`config.mk`:
```
export PLATFORM = sky130hd
export DESIGN_NAME = ft_restore_ctrl
export DESIGN_NICKNAME = d
export VERILOG_FILES = /design/src/rtl/ft_pkg.sv /design/src/rtl/ft_restore_timer.sv /design/src/rtl/ft_restore_ctrl.sv
export SDC_FILE = /design/constraint.sdc
export NUM_CORES = 1
export LEC_CHECK = 0
export ABC_AREA = 1
export CORE_ASPECT_RATIO = 1.2
export CORE_MARGIN = 2
export CORE_UTILIZATION = 51
export CTS_CLUSTER_DIAMETER = 50
export DETAILED_ROUTE_END_ITERATION = 8
export PLACE_DENSITY = 0.85
export SYNTH_ARGS = -nofsm -noshare
export SYNTH_HDL_FRONTEND = slang
export SYNTH_SLANG_ARGS = --single-unit
```
`constraint.sdc`:
```
create_clock -name clk_i -period 2.99 [get_ports clk_i]
set_input_delay 0.598 -clock clk_i [delete_from_list [all_inputs] [get_ports clk_i]]
set_output_delay 0.598 -clock clk_i [all_outputs]
set_load 0.02 [all_outputs]
```
`src/rtl/ft_pkg.sv`:
```
// Shared types and constants for the fault-tolerant checkpoint/restore blocks.
// Latency: n/a (declarations only).
// Backpressure: n/a.
package ft_pkg;

  // Restore sequencer states.
  typedef enum logic [2:0] {
    IDLE,
    REQ,
    WAIT,
    DONE,
    FAIL
  } restore_state_e;

  // Architectural register count, including x0.
  localparam int NUM_GPR      = 32;
  // Highest register index that gets restored.
  localparam int LAST_GPR     = NUM_GPR - 1;
  // Word slot that holds the saved PC in a checkpoint image.
  localparam int CKPT_PC_SLOT = 32;

endpackage

```
`src/rtl/ft_restore_timer.sv`:
```
// Per-word watchdog for the restore sequencer: counts cycles spent waiting on memory.
// Latency: expired_o is combinational from the count; it asserts in the MAX_WAIT-th enabled cycle.
// Backpressure: none; clr_i wins over en_i and the count saturates at MAX_WAIT.
module ft_restore_timer #(
  parameter int MAX_WAIT = 255
) (
  input  logic clk_i,
  input  logic rst_ni,
  input  logic clr_i,
  input  logic en_i,
  output logic expired_o
);

  localparam int CW = $clog2(MAX_WAIT + 1);

  logic [CW-1:0] cnt_q;

  // Count enabled cycles since the last clear, saturating so it never wraps.
  always_ff @(posedge clk_i or negedge rst_ni) begin
    if (!rst_ni) begin
      cnt_q <= '0;
    end else if (clr_i) begin
      cnt_q <= '0;
    end else if (en_i && (cnt_q != CW'(MAX_WAIT))) begin
      cnt_q <= cnt_q + CW'(1);
    end
  end

  // The count starts at zero in the first waiting cycle, so MAX_WAIT-1 marks the
  // last cycle the sequencer is allowed to spend on one word.
  assign expired_o = en_i && (cnt_q == CW'(MAX_WAIT - 1));

endmodule

```
`src/rtl/ft_restore_ctrl.sv`:
```
// Restores x1..x31 and the PC from checkpoint memory, holding the core halted throughout.
// Latency: start to first req_o is 1 cycle; each word costs >=2 cycles (req/gnt then rvalid).
// Backpressure: one read outstanding; req_o/addr_o held until gnt_i, watchdog aborts stalls.
module ft_restore_ctrl
  import ft_pkg::*;
#(
  parameter logic [31:0] BASE_ADDR = 32'h0,
  parameter int          PC_SLOT   = CKPT_PC_SLOT,
  parameter int          MAX_WAIT  = 255
) (
  input  logic        clk_i,
  input  logic        rst_ni,
  input  logic        start_i,
  output logic        busy_o,
  output logic        halt_o,
  output logic        done_o,
  output logic        fail_o,
  output logic        req_o,
  input  logic        gnt_i,
  output logic [31:0] addr_o,
  input  logic        rvalid_i,
  input  logic [31:0] rdata_i,
  input  logic        err_i,
  output logic        rf_we_o,
  output logic [4:0]  rf_waddr_o,
  output logic [31:0] rf_wdata_o,
  output logic        pc_set_o,
  output logic [31:0] pc_o
);

  restore_state_e state_q, state_d;
  logic [31:0]    idx_q, idx_d;
  // Set once the register words are finished and the PC word is in flight, so the
  // PC slot is recognised even if PC_SLOT were placed inside the register range.
  logic           pc_phase_q, pc_phase_d;

  logic           wr_d;
  logic           pc_cap_d;
  logic           fail_d;

  logic           tmr_clr;
  logic           tmr_en;
  logic           tmr_expired;

  ft_restore_timer #(
    .MAX_WAIT (MAX_WAIT)
  ) u_timer (
    .clk_i     (clk_i),
    .rst_ni    (rst_ni),
    .clr_i     (tmr_clr),
    .en_i      (tmr_en),
    .expired_o (tmr_expired)
  );

  // Restart the watchdog on every state change so REQ and WAIT each get a full budget.
  assign tmr_clr = (state_d != state_q);
  assign tmr_en  = (state_q == REQ) || (state_q == WAIT);

  // State, word index and PC-phase registers.
  always_ff @(posedge clk_i or negedge rst_ni) begin
    if (!rst_ni) begin
      state_q    <= IDLE;
      idx_q      <= '0;
      pc_phase_q <= 1'b0;
    end else begin
      state_q    <= state_d;
      idx_q      <= idx_d;
      pc_phase_q <= pc_phase_d;
    end
  end

  // Next-state and per-word strobes; a handshake in the same cycle as expiry wins.
  always_comb begin
    state_d    = state_q;
    idx_d      = idx_q;
    pc_phase_d = pc_phase_q;
    wr_d       = 1'b0;
    pc_cap_d   = 1'b0;
    fail_d     = 1'b0;
    case (state_q)
      IDLE: begin
        if (start_i) begin
          state_d    = REQ;
          idx_d      = 32'd1;
          pc_phase_d = 1'b0;
        end
      end
      REQ: begin
        if (gnt_i) begin
          state_d = WAIT;
        end else if (tmr_expired) begin
          state_d = FAIL;
          fail_d  = 1'b1;
        end
      end
      WAIT: begin
        if (rvalid_i) begin
          if (err_i) begin
            state_d = FAIL;
            fail_d  = 1'b1;
          end else if (pc_phase_q) begin
            state_d  = DONE;
            pc_cap_d = 1'b1;
          end else begin
            state_d = REQ;
            wr_d    = 1'b1;
            if (idx_q < 32'(LAST_GPR)) begin
              idx_d = idx_q + 32'd1;
            end else begin
              idx_d      = 32'(PC_SLOT);
              pc_phase_d = 1'b1;
            end
          end
        end else if (tmr_expired) begin
          state_d = FAIL;
          fail_d  = 1'b1;
        end
      end
      DONE:    state_d = IDLE;
      FAIL:    state_d = IDLE;
      default: state_d = IDLE;
    endcase
  end

  // Registered outputs: pulses line up with the DONE/FAIL state, writes with the next REQ.
  always_ff @(posedge clk_i or negedge rst_ni) begin
    if (!rst_ni) begin
      done_o     <= 1'b0;
      fail_o     <= 1'b0;
      pc_set_o   <= 1'b0;
      pc_o       <= '0;
      rf_we_o    <= 1'b0;
      rf_waddr_o <= '0;
      rf_wdata_o <= '0;
    end else begin
      done_o   <= pc_cap_d;
      pc_set_o <= pc_cap_d;
      fail_o   <= fail_d;
      rf_we_o  <= wr_d;
      if (pc_cap_d) begin
        pc_o <= rdata_i;
      end
      if (wr_d) begin
        rf_waddr_o <= idx_q[4:0];
        rf_wdata_o <= rdata_i;
      end
    end
  end

  // Decoded outputs: request and address follow the current word directly.
  assign busy_o = (state_q != IDLE);
  assign halt_o = busy_o;
  assign req_o  = (state_q == REQ);
  assign addr_o = BASE_ADDR + (idx_q << 2);

endmodule

```
After elaboration in Yosys (flattened, before gate mapping)
Cells that the tools add are included.
{"block": "op_classes", "n_mux": 34, "n_mul": 0, "add_sub_neg": 2, "n_bitwise": 0, "n_div": 0, "n_shift": 0, "n_lt_le_gt_ge": 1, "n_eq_ne": 9, "n_reduce_logical": 9}
{"op": "$mux 32", "count": 5}
{"op": "$pmux 32 s2", "count": 1}
{"op": "$add 32x1->32 const B", "count": 1}
{"op": "$lt 32x5->1 const B", "count": 1}
{"op": "$mux 1", "count": 17}
{"op": "$mux 8", "count": 2}
{"op": "$mux 3", "count": 5}
{"op": "$pmux 3 s3", "count": 1}
{"op": "$add 8x1->8 const B", "count": 1}
{"op": "$eq 8x8->1 const B", "count": 1}
{"op": "$ne 2x2->1 const B", "count": 4}
{"op": "$ne 8x8->1 const B", "count": 1}
{"op": "$reduce_and 5->1", "count": 1}
{"op": "$pmux 1 s2", "count": 2}
{"op": "$reduce_and 4->1", "count": 1}
{"op": "$reduce_bool 2->1", "count": 2}
{"op": "$eq 3x1->1 const B", "count": 1}
{"op": "$eq 3x2->1 const B", "count": 1}
{"op": "$logic_not 3->1", "count": 1}
{"op": "$ne 3x3->1", "count": 1}
{"op": "$reduce_bool 3->1", "count": 1}
{"op": "$logic_and 1x1->1", "count": 2}
{"op": "$mux 2", "count": 1}
{"op": "$logic_or 1x1->1", "count": 1}
{"block": "totals", "regBits": 116, "mem_bits_ro": 0, "latchBits": 0, "n_memories": 0, "output_inout_bits": 108, "ram_bits": 0, "input_bits": 38, "wordCells": 65}

Logic depth before layout (Yosys ltp)
Gate-level depths: netlist (run 1).
{"block": "logic_depth", "depth_word": 8, "ltp_mapped": 11, "ltp_nobuf": 11}

By module
A second synthesis (run 1) with hierarchy kept.
{"block": "unflattened", "cells_unflattened": 595, "hier_area_um2": 5211.2}
{"mod": "ft_restore_ctrl", "area_each_um2": 4690.7, "instances": 1, "cells_each": 521, "seq_area_each_um2": 2702.6}
{"mod": "ft_restore_timer", "area_each_um2": 520.5, "instances": 1, "cells_each": 74, "seq_area_each_um2": 200.2}

Worst setup path after synthesis (run 1)
Ideal clock, no wire load.
{"block": "synth_path", "kind": "register to output", "from": "register state_q[0]", "to": "output halt_o", "required_ns": 2.392, "slack_ns": 1.409, "stages_incl_launch_ff": 6, "arrival_time_ns": 0.983, "path_buffers": 1, "cell_sequence": "dfrtp_1 -> nor2_4 -> inv_2 -> nor2_4 -> inv_1 -> buf_4"}
{"block": "synth_via", "elab_chain_cells": 1}
{"item": "start, declared", "line": "ft_restore_ctrl.sv:31", "source": "restore_state_e state_q, state_d;"}
{"item": "start signal, assigned", "line": "ft_restore_ctrl.sv:66", "source": "state_q <= state_d;"}
{"item": "$reduce_bool 3->1", "line": "ft_restore_ctrl.sv:151", "source": "assign busy_o = (state_q != IDLE);"}
{"item": "end, declared", "line": "ft_restore_ctrl.sv:15", "source": "output logic halt_o,"}
Every way passes these cells.

Final worst setup path (run 1)
{"block": "layout_path", "from": "register state_q[0]", "to": "output busy_o"}
{"block": "layout_via", "elab_chain_cells": 1}
{"item": "$reduce_bool 3->1", "line": "ft_restore_ctrl.sv:151"}
{"item": "end, declared", "line": "ft_restore_ctrl.sv:14", "source": "output logic busy_o,"}
Every way passes these cells.

==> results of run 1 <==
-- worst register-to-register path: stages, from the launching register on --
cell	delay [ns]
dfrtp_1	0.45
nor2_4	0.17
inv_2	0.06
nor2_4	0.09
nand2_2	0.11
o21ai_4	0.10
nand2_4	0.10
inv_2	0.37
nand2_1	0.12
nand2_1	0.09
nand2_1	0.06
nor2_1	0.15
-- power by group --
group | leakage [nW] | internal, W | switching (W)
sequential | 1.58 | 0.00186 | 0.000199
clock | 0.310 | 0.00145 | 0.000687
combinational | 1.45 | 0.000816 | 0.00111
total | 3.35 | 0.00413 | 0.00200
-- cells in the final DEF (no fill, tap or decap), types with 2 or more instances in the layout --
master / Yosys / layout
nand2_2: 5 / 5
clkbuf_16: 0 / 17
clkbuf_8: 0 / 3
nand4_1: 7 / 7
inv_1: 73 / 73
ha_1: 3 / 3
nand2_1: 136 / 136
o21ai_1: 3 / 3
o21ai_2: 21 / 21
dfrtp_1: 116 / 116
nand3_1: 8 / 7
nand3_2: 2 / 3
buf_4: 36 / 6
nand2_4: 2 / 2
nor3_1: 4 / 4
nor2_1: 35 / 35
clkdlybuf4s50_1: 0 / 142
bufinv_16: 0 / 4
clkinv_2: 0 / 5
nor2_4: 3 / 3
inv_2: 5 / 5
clkbuf_1: 2 / 2
o21ai_0: 35 / 35
xor2_1: 5 / 5
conb_1: 1 / 2
nor2_2: 22 / 22
-- routing by layer --
metal / vias to the layer above / global-route usage [%] / routed length (µm)
li1: 1862 / - / -
met1: 1881 / 26.9 / 4560
met2: 144 / 39.9 / 6180
met3: 31 / 5.09 / 590
met4: 0 / 12.3 / 396
met5: - / 0 / 0
-- Yosys cell counts --
cell type  number
nor2_2         22
a21oi_1         1
o21ai_4         1
ha_1            3
nand3_1         8
inv_2           5
nand3b_1        1
nand2_2         5
o21ai_0        35
clkinv_1        1
a22oi_1         1
nand2_4         2
xor2_1          5
nor3_1          4
o21ai_2        21
buf_4          36
nor2_4          3
nand2_1       136
conb_1          1
o21ai_1         3
buf_2           3
a31oi_1         1
inv_1          73
dfrtp_1       116
nand3_2         2
nand4_1         7
buf_6          10
nor2_1         35
clkbuf_1        2
o21bai_1        1
and3_1          1
-- final cells by class --
| type | count | area (µm²) |
|---|---|---|
| Sequential cell | 116 | 2900 |
| Clock buffer | 22 | 474 |
| Tap cell | 126 | 158 |
| Multi-Input combinational cell | 300 | 1520 |
| Clock inverter | 10 | 153 |
| Fill cell | 691 | 2920 |
| Inverter | 79 | 297 |
| Timing Repair Buffer | 149 | 1490 |
-- state kept, by name, summed over array words and instances, names as in the netlist --
signal         count
idx_q             32
pc_o              32
rf_wdata_o        32
u_timer.cnt_q      8
rf_waddr_o         5
state_q            3
fail_o             1
pc_phase_q         1
pc_set_o           1
rf_we_o            1
-- per-stage QoR --
stage	power, W	hold WS, ns	cells	setup WS, ns	util, %
CTS	0.00617	0.230	802	0.589	70.5
global route	0.00642	0.261	802	0.536	70.5
floorplan	0.00321	0.302	546	1.41	-
detailed placement	0.00399	0.467	770	0.561	64.2
finish	0.00613	0.214	802	0.612	70.5
global placement	0.00393	0.464	770	0.597	64.2
-- logic make-up after synthesis --
| logic type | Yosys count | share of synthesized area, % |
|---|---|---|
| AO/OA/AOI/OAI | 64 | 8.15 |
| buffers and inverters | 130 | 13.7 |
| XOR/XNOR | 5 | 0.857 |
| other | 1 | 0.0734 |
| adder cells (fa/ha/maj) | 3 | 0.734 |
| AND/OR/NAND/NOR | 226 | 19.7 |
| flip-flops | 116 | 56.8 |
-- path summary, 6_finish.rpt --
kind,startpoint,end
worst max-delay path,state_q[0],busy_o
worst min-delay path,rst_ni,state_q[2]
worst max register to register,state_q[0],idx_q[2]
worst min register to register,rf_wdata_o[20],rf_wdata_o[20]
max in group asynchronous,rst_ni,rf_wdata_o[31]
min in group clk_i,rf_wdata_o[20],rf_wdata_o[20]
==> run summary, run 1 <==
Global-route wire length before repair: 19,200 µm. The clock arrives with 0.00704 ns of skew. The final RePlAce weighted congestion was 0.820; the post-synthesis cell area was 0.00511 mm².

The worst path uses 79.5% of the clock period. The initial core utilization was 51.6%. Number of cells on the critical path: 5.

The average cell area after synthesis works out to 9.38 µm². In this design, the largest share of critical-path delay is due to buffers and inverters. The reg-to-reg setup timing slack was 1.03 ns; the height of the die was 114 µm. The count of unique library cells instantiated by Yosys came out at 31. The width of the chip is 95.4 µm, and the final cell area excluding filler cells is 0.00699 mm².

The H-tree generated during clock tree synthesis spans 4 levels. The logs give 48.6% for the max-slew headroom at the worst pin and 2.39 ns for the worst path required time. The signal on the critical path passes through nor2_4, inv_2, nor2_4, inv_1, clkdlybuf4s50_1. From synthesis to final layout, the design area changed by 36.7%. The number of global-route vias before repair is 4,062.

Post-CTS timing repair inserted 0 buffers for setup. The critical path contains buffers and inverters numbering 3 combined. In the routed design, unresolved DRC markers number 0. Across the run, the number of max-cap violations was 0.

The total area inside the core boundary comes to 0.00991 mm². Data on the critical path arrives at its endpoint at 1.78 ns. The detailed-placement wirelength estimate came out at 7940 µm.

Dominant cell type by area after synthesis: dfrtp_1. The highest clock frequency the design can meet was 421 MHz. The logs give 5 for the total iterations of the first detailed-routing run and 0 for the final-report hold violation count.

The die covers 0.0108 mm². Counting along the longest clock path gives a buffer depth of 2. For this block, the initial DRC count from the detailed router was 170. The insertion delay of the later-clocked pin in the worst-skew pair was 0.41 ns; the transition time at the pin with the least slew margin was 0.771 ns. The Yosys step of the flow raised 0 warnings. Sorting the synthesized cells by area gives the leading types as dfrtp_1 57%, nand2_1 10%, inv_1 5.4%. Entering global routing, the biggest net connects 66 pins. The logs give 23.2% for the total track usage and 0 for the residual antenna-violating net count after detailed routing. The detailed-route via count was 3,918. In the final layout, the share of cells above drive strength 1 is 14.6%. Summed over all layers, the routed wires come to 11,700 µm.

The total clock buffers created by CTS was 17; the fraction of the yosys area taken by sequential cells was 56.8%. The placed instances occupy a cell area of 0.00636 mm². The number of nets in the finished design is 704, and the number of slew-limit violations in the final report is 0.

The antenna diode count came out at 0. The critical path in this run is classified as reg2out. The number of instances in the synthesized netlist is 545, and the routed length per placed instance is 14.6 µm. The root buffer cell chosen for the clock tree is clkbuf_16. The run gives 116 as the count of clock tree sinks.

For this design the ratio of total power to cell area is 877 mW/mm². 146 I/O pins were placed. In this run the tool buffered the top-level ports with 143 buffer cells. After clock tree synthesis, the clock-pin slew on the worst setup and hold paths is 0.05 ns. The fraction of post-synthesis cell area in the top cell type by area was 56.8%; the via count normalized by instance count was 4.89. TritonCTS built the clock tree. Setup repair after global routing left no endpoint under its margin.

The worst path needs 2.38 ns of the cycle, external delays included. The worst setup path is launched from a flop. Hold repair after CTS inserted 0 buffers. The run gives 0 as the initial antenna violation count. Of all nets on the critical path, the largest fanout is 4. The leakage power was 3.35 nW.

The sort of element at the end of the critical path was an output pin. On the critical path, the stage with the largest delay is an instance of clkdlybuf4s50_1. In the final timing run, aggregate negative setup slack is 0 ns. Counting cells, the worst reg-to-reg path comes to 11. The cell type with the highest occurrence count on the critical path was nor2_4.

In this run, post-CTS repair resized a total of 0 instances. The number of placement rows was 40. The largest stage delay on the critical path was 0.54 ns.

For this run the aggregate overflow at the end of global routing stands at 0. The largest voltage drop on the vdd net was 0.462 mV. The run finished with clean final reports. Counting flops and latches in the post-synthesis netlist gives 116. Setup violation total in the final timing report: 0.

The type of the most critical hold path is in2async.
Note: power is estimated with default switching activity, not from simulation.
==> run 2: changes to the inputs <==
CORE_UTILIZATION = 48   (was 51)
PLACE_DENSITY = 0.8   (was 0.85)
clock period = 2.2 ns   (was 2.99 ns; I/O delays follow)
==> run 2 against run 1 <==
- sequential power increased by 35%
- critical endpoint unchanged
- worst setup slack got worse by 0.41 ns
- first-iteration DRC count decreased by 2.4%
- utilization decreased by 3.4 points
- combinational power increased by 37%
- cell area increased by 0.48%
- the flow now finishes with violations (hold timing)
- clock power increased by 27%
- clock skew decreased by 0.0021 ns
- critical path depth unchanged
- sequential share of layout area decreased by 0.20 points
==> run summary, run 2 (synthesis results as in run 1) <==
Net switching is 33.2% of the power. The worst setup path is captured at an output pin. The violation count after the first detailed-route iteration was 166. After detailed placement, the total cell area comes to 0.00643 mm². After clock tree synthesis, the setup repair step added 0 buffers.

The number of placement rows was 41. The root buffer cell was clkbuf_16. Total iterations of the first detailed-routing run: 4. The worst-path maximum fanout is 4. For the max-capacitance violation count, the log shows 0. Measured along the y axis, the die boundary spans 117 µm.

In this run the register-to-register setup slack is 0.51 ns. The post-route netlist has 15.0% of its cells at a drive strength greater than 1. The residual antenna-violating net count after detailed routing came out at 0. For this run, the post-layout net count is 706. The startpoint identified for the worst register-to-register timing path is state_q[0]. The post-route clock period utilization is 90.6%. For the worst setup path, the data required time is 1.76 ns.

The largest registers in the layout are idx_q: 32 flops, pc_o: 32 flops, rf_wdata_o: 32 flops. The number of slew-limit violations in the final report was 0. The initial antenna violation count came out at 0. The buffering stage count on the worst path with inverters included works out to 3. The final reports fail on hold timing. For this run the aggregate overflow at the end of global routing stands at 0. The number of cells on the critical path was 5. The run finished, with violations left.

The setup violation total in the final timing report is 0, and the count of clock tree sinks is 116. Once layout is complete, the utilization of the core stands at 67.1%. The routed length per placed instance is 14.1 µm, and the maximum number of pins on one net before global-route repair is 58. The kind of cell with the highest combined delay on the critical path is flip-flops.

Data on the critical path arrives at its endpoint at 1.55 ns. The tightest hold margin was -0.00472 ns. TritonCTS built the clock tree. The ratio of total power to cell area works out to 1160 mW/mm². At the end of routability-driven placement, the weighted congestion stood at 0.804.

For the final-report hold violation count, the log shows 2. The endpoint identified for the worst register-to-register timing path is idx_q[5]. In this run the power spent charging and discharging nets is 0.00271 W. The commonest non-fill, non-tap cell in the layout is clkdlybuf4s50_1. The clock power share is 33.3%. The min-delay analysis places its worst path in the category in2async. By instance count, the cell type seen most on the critical path is nor2_4. The internal portion of the total power is 0.00545 W. The width of the chip was 98.2 µm. The type of origin of the critical path was a flop.

Clock skew on the completed layout was measured at 0.00492 ns. After routing, the total negative slack on setup checks comes to 0 ns. In this run, CTS created clock tree buffers numbering 17.

The top cell types in the final layout, fill and taps aside, are 139 x clkdlybuf4s50_1, 136 x nand2_1, 116 x dfrtp_1. On the critical path, the stage with the largest delay is an instance of dfrtp_1. 146 I/O pins were placed. The critical path goes through nor2_4, inv_2, nor2_4, inv_1, dlygate4sd2_1. Clock-pin slew was measured on the worst setup and hold paths at 0.05 ns.

In this run the static leakage power is 3.37 nW. The floorplan step defined a core boundary enclosing 0.0105 mm². The number of buffers inserted by port buffering was 143. Setup repair after global routing left no endpoint under its margin.

Static timing analysis puts the maximum clock frequency at 501 MHz. The combinational cell fraction of total power was 32.5%. Largest voltage drop on the vdd net: 0.728 mV. The first global-routing pass estimated 19,000 µm of wire. In this run the number of H-tree levels came out at 4. In the routed layout, each cell is associated on average with a via count of 4.79. Number of global-route vias before repair: 4,008. The origin of the worst setup path is state_q[0]. The worst path needs 1.99 ns of the cycle, external delays included. In the routed design, unresolved DRC markers number 0. The power after layout came out at 0.00816 W. Counting cells, the worst reg-to-reg path comes to 9. 0 antenna diodes ended up in the layout. Per report_power, the sequential group accounts for 34.2% of the total.

The insertion delay of the later-clocked pin in the worst-skew pair was 0.41 ns. For this run, the slowest stage of the critical path takes 0.44 ns. Detailed-route via count: 3,865.

The worst setup path category was reg2out. The logs give 0.0115 mm² for the full die area and 48.8% for the initial core utilization. The area overhead of the layout relative to synthesis is 37.3%, and the final cell area excluding filler cells is 0.00702 mm².

The end point of the critical path is busy_o. The clock passes through at most 2 buffers. The tools report the detailed-placement wirelength estimate as 8150 µm.

Global routing used 21.1% of the available tracks across all layers. The number of hold-repair buffers added at the cts stage was 0; the aggregate routed wire length was 11,400 µm.
==> run 2: cell type report <==
cell class | count | area (µm²)
flip-flops and latches | 116 | 2900
multi-input cells | 300 | 1520
clock buffers | 18 | 429
fillers | 841 | 3450
repair buffers | 151 | 1550
well taps | 129 | 161
inverters | 79 | 297
clock inverters | 14 | 163
==> run 2: power groups by stage <==
stage	Combinational, W	Sequential (W)	Clock, W
floorplan	0.00116	0.00320	0
global placement	0.00263	0.00281	0
detailed placement	0.00269	0.00281	0
CTS	0.00268	0.00279	0.00276
global route	0.00286	0.00284	0.00288
finish	0.00265	0.00279	0.00272
==> run 2: what timing repair did <==
item,in CTS,in global routing
gates resized for setup,2,1
gates cloned,0,0
endpoints found under the setup margin,2,1
==> run 2: how the worst min path moves through the flow <==
stage,startpoint,to,slack (ns),cells past startpoint
floorplan,rst_ni,fail_o,0.14,0
global route,rst_ni,state_q[2],0.02,1
detailed placement,rst_ni,u_timer.cnt_q[0],0.43,1
finish,rst_ni,state_q[2],-0.005,1
global placement,rst_ni,u_timer.cnt_q[0],0.43,1
CTS,rst_ni,u_timer.cnt_q[0],0.005,1
==> run 2: metrics by stage <==
step / instances / setup WS, ns
detailed placement: 775 / 0.0529
CTS: 807 / 0.0300
global route: 807 / 0.124
floorplan: 546 / 0.766
finish: 807 / 0.206
global placement: 775 / 0.117
==> run 2: routing by layer <==
layer / track usage [%] / routed length [µm]
met4: 8.22 / 290
met5: 0 / 0
met1: 24.7 / 4550
met2: 36.3 / 5890
met3: 7.07 / 671
==> run 3: changes to the inputs <==
CORE_UTILIZATION = 45   (was 48)
CTS_CLUSTER_DIAMETER = unset   (was 50)
PLACE_DENSITY = 0.76   (was 0.8)
==> run 3 against run 2 <==
- the run now ends clean
- hold slack better by 0.48 ns
- sequential power hardly changed
- sequential share of layout area increased by 0.35 points
- utilization decreased by 4.0 points
- first-iteration DRC count decreased by 29%
- clock skew increased by 0.0039 ns
- total power down 2.1%
- largest power group unchanged
==> run summary, run 3 (synthesis results as in run 1) <==
The post-route clock period utilization was 89.6%. The cell family contributing the most delay on the critical path is flip-flops. The height of the die is 121 µm. Once detail routing completed, the nets flagged for antenna violations numbered 0.

The repair_antennas step left the layout with diodes totalling 0. Maximum number of pins on one net before global-route repair: 59. The run gives 7.05% as the global-route met3 utilization. The library cells used most frequently in the layout, excluding fill and tap cells, are 139 x clkdlybuf4s50_1, 136 x nand2_1, 116 x dfrtp_1. The buffering stage count on the worst path with inverters included is 3, and the area after detailed placement is 0.00639 mm². The worst-path maximum fanout works out to 4.

The signal on the critical path passes through nor2_4, inv_2, nor2_4, inv_1, dlygate4sd2_1. In this run the critical register-to-register path is launched from state_q[0]. The H-tree level count was 4. The run finished with clean final reports.

The hold path startpoint is rf_wdata_o[22]. The endpoint identified for the worst register-to-register timing path is rf_waddr_o[4]. Highest clock frequency the design can meet: 507 MHz. The tools report the number of remaining DRC errors as 0. Summed over all layers, the global routing overflow is 0.

The CTS clock-pin slew for the worst setup and hold paths is 0.05 ns, and the reg-to-reg setup timing slack is 0.53 ns. The final-report hold violation count is 0. In this run the worst hold path is classified as reg2reg. At the worst endpoint, the required time is 1.76 ns.

The run gives 0.776 mV as the largest voltage drop on the vdd net. The critical-path cell with the highest stage delay is dfrtp_1. The worst setup path is launched from a flop. Setup repair after global routing left no endpoint under its margin.

The tools report the sort of element at the end of the critical path as an output pin. Measured in cells, the most critical reg-to-reg path has a length of 9. The minimum period implied by the final worst setup slack works out to 1.97 ns. Fraction of layout instances using a drive strength above 1: 14.6%. The number of placement rows came out at 42.

Violation count after the first detailed-route iteration: 118. After the last flow step, the layout net total stands at 706. The routed layout has 3,799 vias. The initial antenna violation count was 0; the initial core utilization was 46.3%. The count of clock tree sinks was 116; the total clock buffers created by CTS was 17.

The most congested layer reported by global routing is met2. For this run, the slowest stage of the critical path takes 0.44 ns. Root buffer cell: clkbuf_16. Clock latency on the worst-skew pair, taken at its later pin, is 0.41 ns. Data on the critical path arrives at its endpoint at 1.53 ns. The cell that appears most often on the critical path is nor2_4.

The max-capacitance violation count is 0, and the ratio of total power to cell area is 1150 mW/mm². The clock passes through at most 2 buffers. The run gives 0.00881 ns as the post-route clock skew.

Summing all non-filler instances in the final layout gives an area of 0.00696 mm². Via count normalized by instance count: 4.70. The post-CTS setup-driven buffer insertion count is 0, and the aggregate routed wire length is 11,000 µm. The critical path is of the reg2out type. The area overhead of the layout relative to synthesis came out at 36.2%. The number of slew-limit violations in the final report is 0. In the final timing run, aggregate negative setup slack is 0 ns. The met2 demand-to-capacity share in global routing is 29.9%, and the total iterations of the first detailed-routing run is 4. The number of primary I/O pins was 146.

At the end of routability-driven placement, the weighted congestion stood at 0.765. For this design the static power due to leakage is 3.33 nW. Dividing the detail-routed wire length by the instance count gives 13.5 µm.

Across every metal layer, demand over resource in global routing totals 18.8%. The destination of the worst hold path is rf_wdata_o[22]. Number of global-route vias before repair: 3,760. The global routing usage on met1 was 23.2%. The logs give 7780 µm for the detailed-placement wirelength estimate and 0.0122 mm² for the full die area. TritonCTS built the clock tree.

After floorplanning, the core was sized to cover 0.0110 mm². The die is 101 µm wide. The number of buffers inserted by port buffering is 143.

The commonest non-fill, non-tap cell in the layout is clkdlybuf4s50_1. Counting the fill cells in the layout gives 894. The first global-routing pass estimated 17,900 µm of wire. Timing analysis after detailed placement gives a worst setup slack of 0.0731 ns.

Once routing completed, OpenROAD measured the worst setup slack at 0.229 ns. The number of instances on the worst hold path was 2. The largest registers in the layout are idx_q: 32 flops, pc_o: 32 flops, rf_wdata_o: 32 flops.

For the setup violation total in the final timing report, the log shows 0.
[run 3: cell types whose count changed in the layout (fill, tap and decap cells not counted), moves of 2 or more]
cell and change:
buf_4 +2, clkbuf_8 +2, buf_12 -3, clkinv_4 -2
[run 3: cell type report]
class / count / area, µm² / share of cell area (%)
multi-input combinational: 300 / 1520 / 21.8
clock buffer: 21 / 460 / 6.62
inverter: 79 / 297 / 4.26
timing repair buffer: 151 / 1510 / 21.7
sequential: 116 / 2900 / 41.7
tap: 132 / 165 / 2.37
clock inverter: 10 / 108 / 1.55
[run 3: report_power, final]
group | internal, W | leakage [nW] | switching (W)
combinational | 0.00110 | 1.47 | 0.00149
sequential | 0.00253 | 1.58 | 0.000260
clock | 0.00170 | 0.274 | 0.000910
total | 0.00533 | 3.33 | 0.00266
[run 3: worst register-to-register path, stage by stage (launching register included)]
cell,delay [ns]
dfrtp_1,0.44
nor2_4,0.08
nand2_4,0.12
inv_2,0.05
nand2_1,0.12
inv_2,0.06
nand2_2,0.08
buf_4,0.40
nand2_1,0.16
o21ai_2,0.09
[run 3: how the worst max path moves through the flow]
stage / start / endpoint / slack [ns] / cells after the start
after floorplan: state_q[0] / idx_q[10] / 0.77 / 10
after global placement: rvalid_i / rf_wdata_o[22] / 0.14 / 9
after CTS: state_q[0] / busy_o / 0.21 / 5
after global routing: state_q[0] / halt_o / 0.17 / 5
after detailed placement: rvalid_i / rf_wdata_o[10] / 0.07 / 9
final: state_q[0] / busy_o / 0.23 / 5
[run 3: routing by layer]
| metal | wire (µm) | part of all wire [%] |
|---|---|---|
| met5 | 0 | 0 |
| met3 | 754 | 6.9 |
| met4 | 142 | 1.3 |
| met1 | 4630 | 42 |
| met2 | 5420 | 50 |
[run 3: through the flow]
| step | utilization [%] | total power (W) | std cells | hold WS [ns] |
|---|---|---|---|---|
| after detailed placement | 57.9 | 0.00543 | 777 | 0.392 |
| after floorplan | - | 0.00436 | 546 | 0.144 |
| after CTS | 63.1 | 0.00808 | 809 | 0.482 |
| after global routing | 63.1 | 0.00840 | 809 | 0.506 |
| after global placement | 57.9 | 0.00538 | 777 | 0.387 |
| final | 63.1 | 0.00799 | 809 | 0.479 |
[run 3: repair_timing]
item / CTS / global route
hold buffers: 1 / 0
resized for setup: 3 / 0
setup endpoints to repair: 3 / 0
endpoints found under the hold margin: 27 / 0
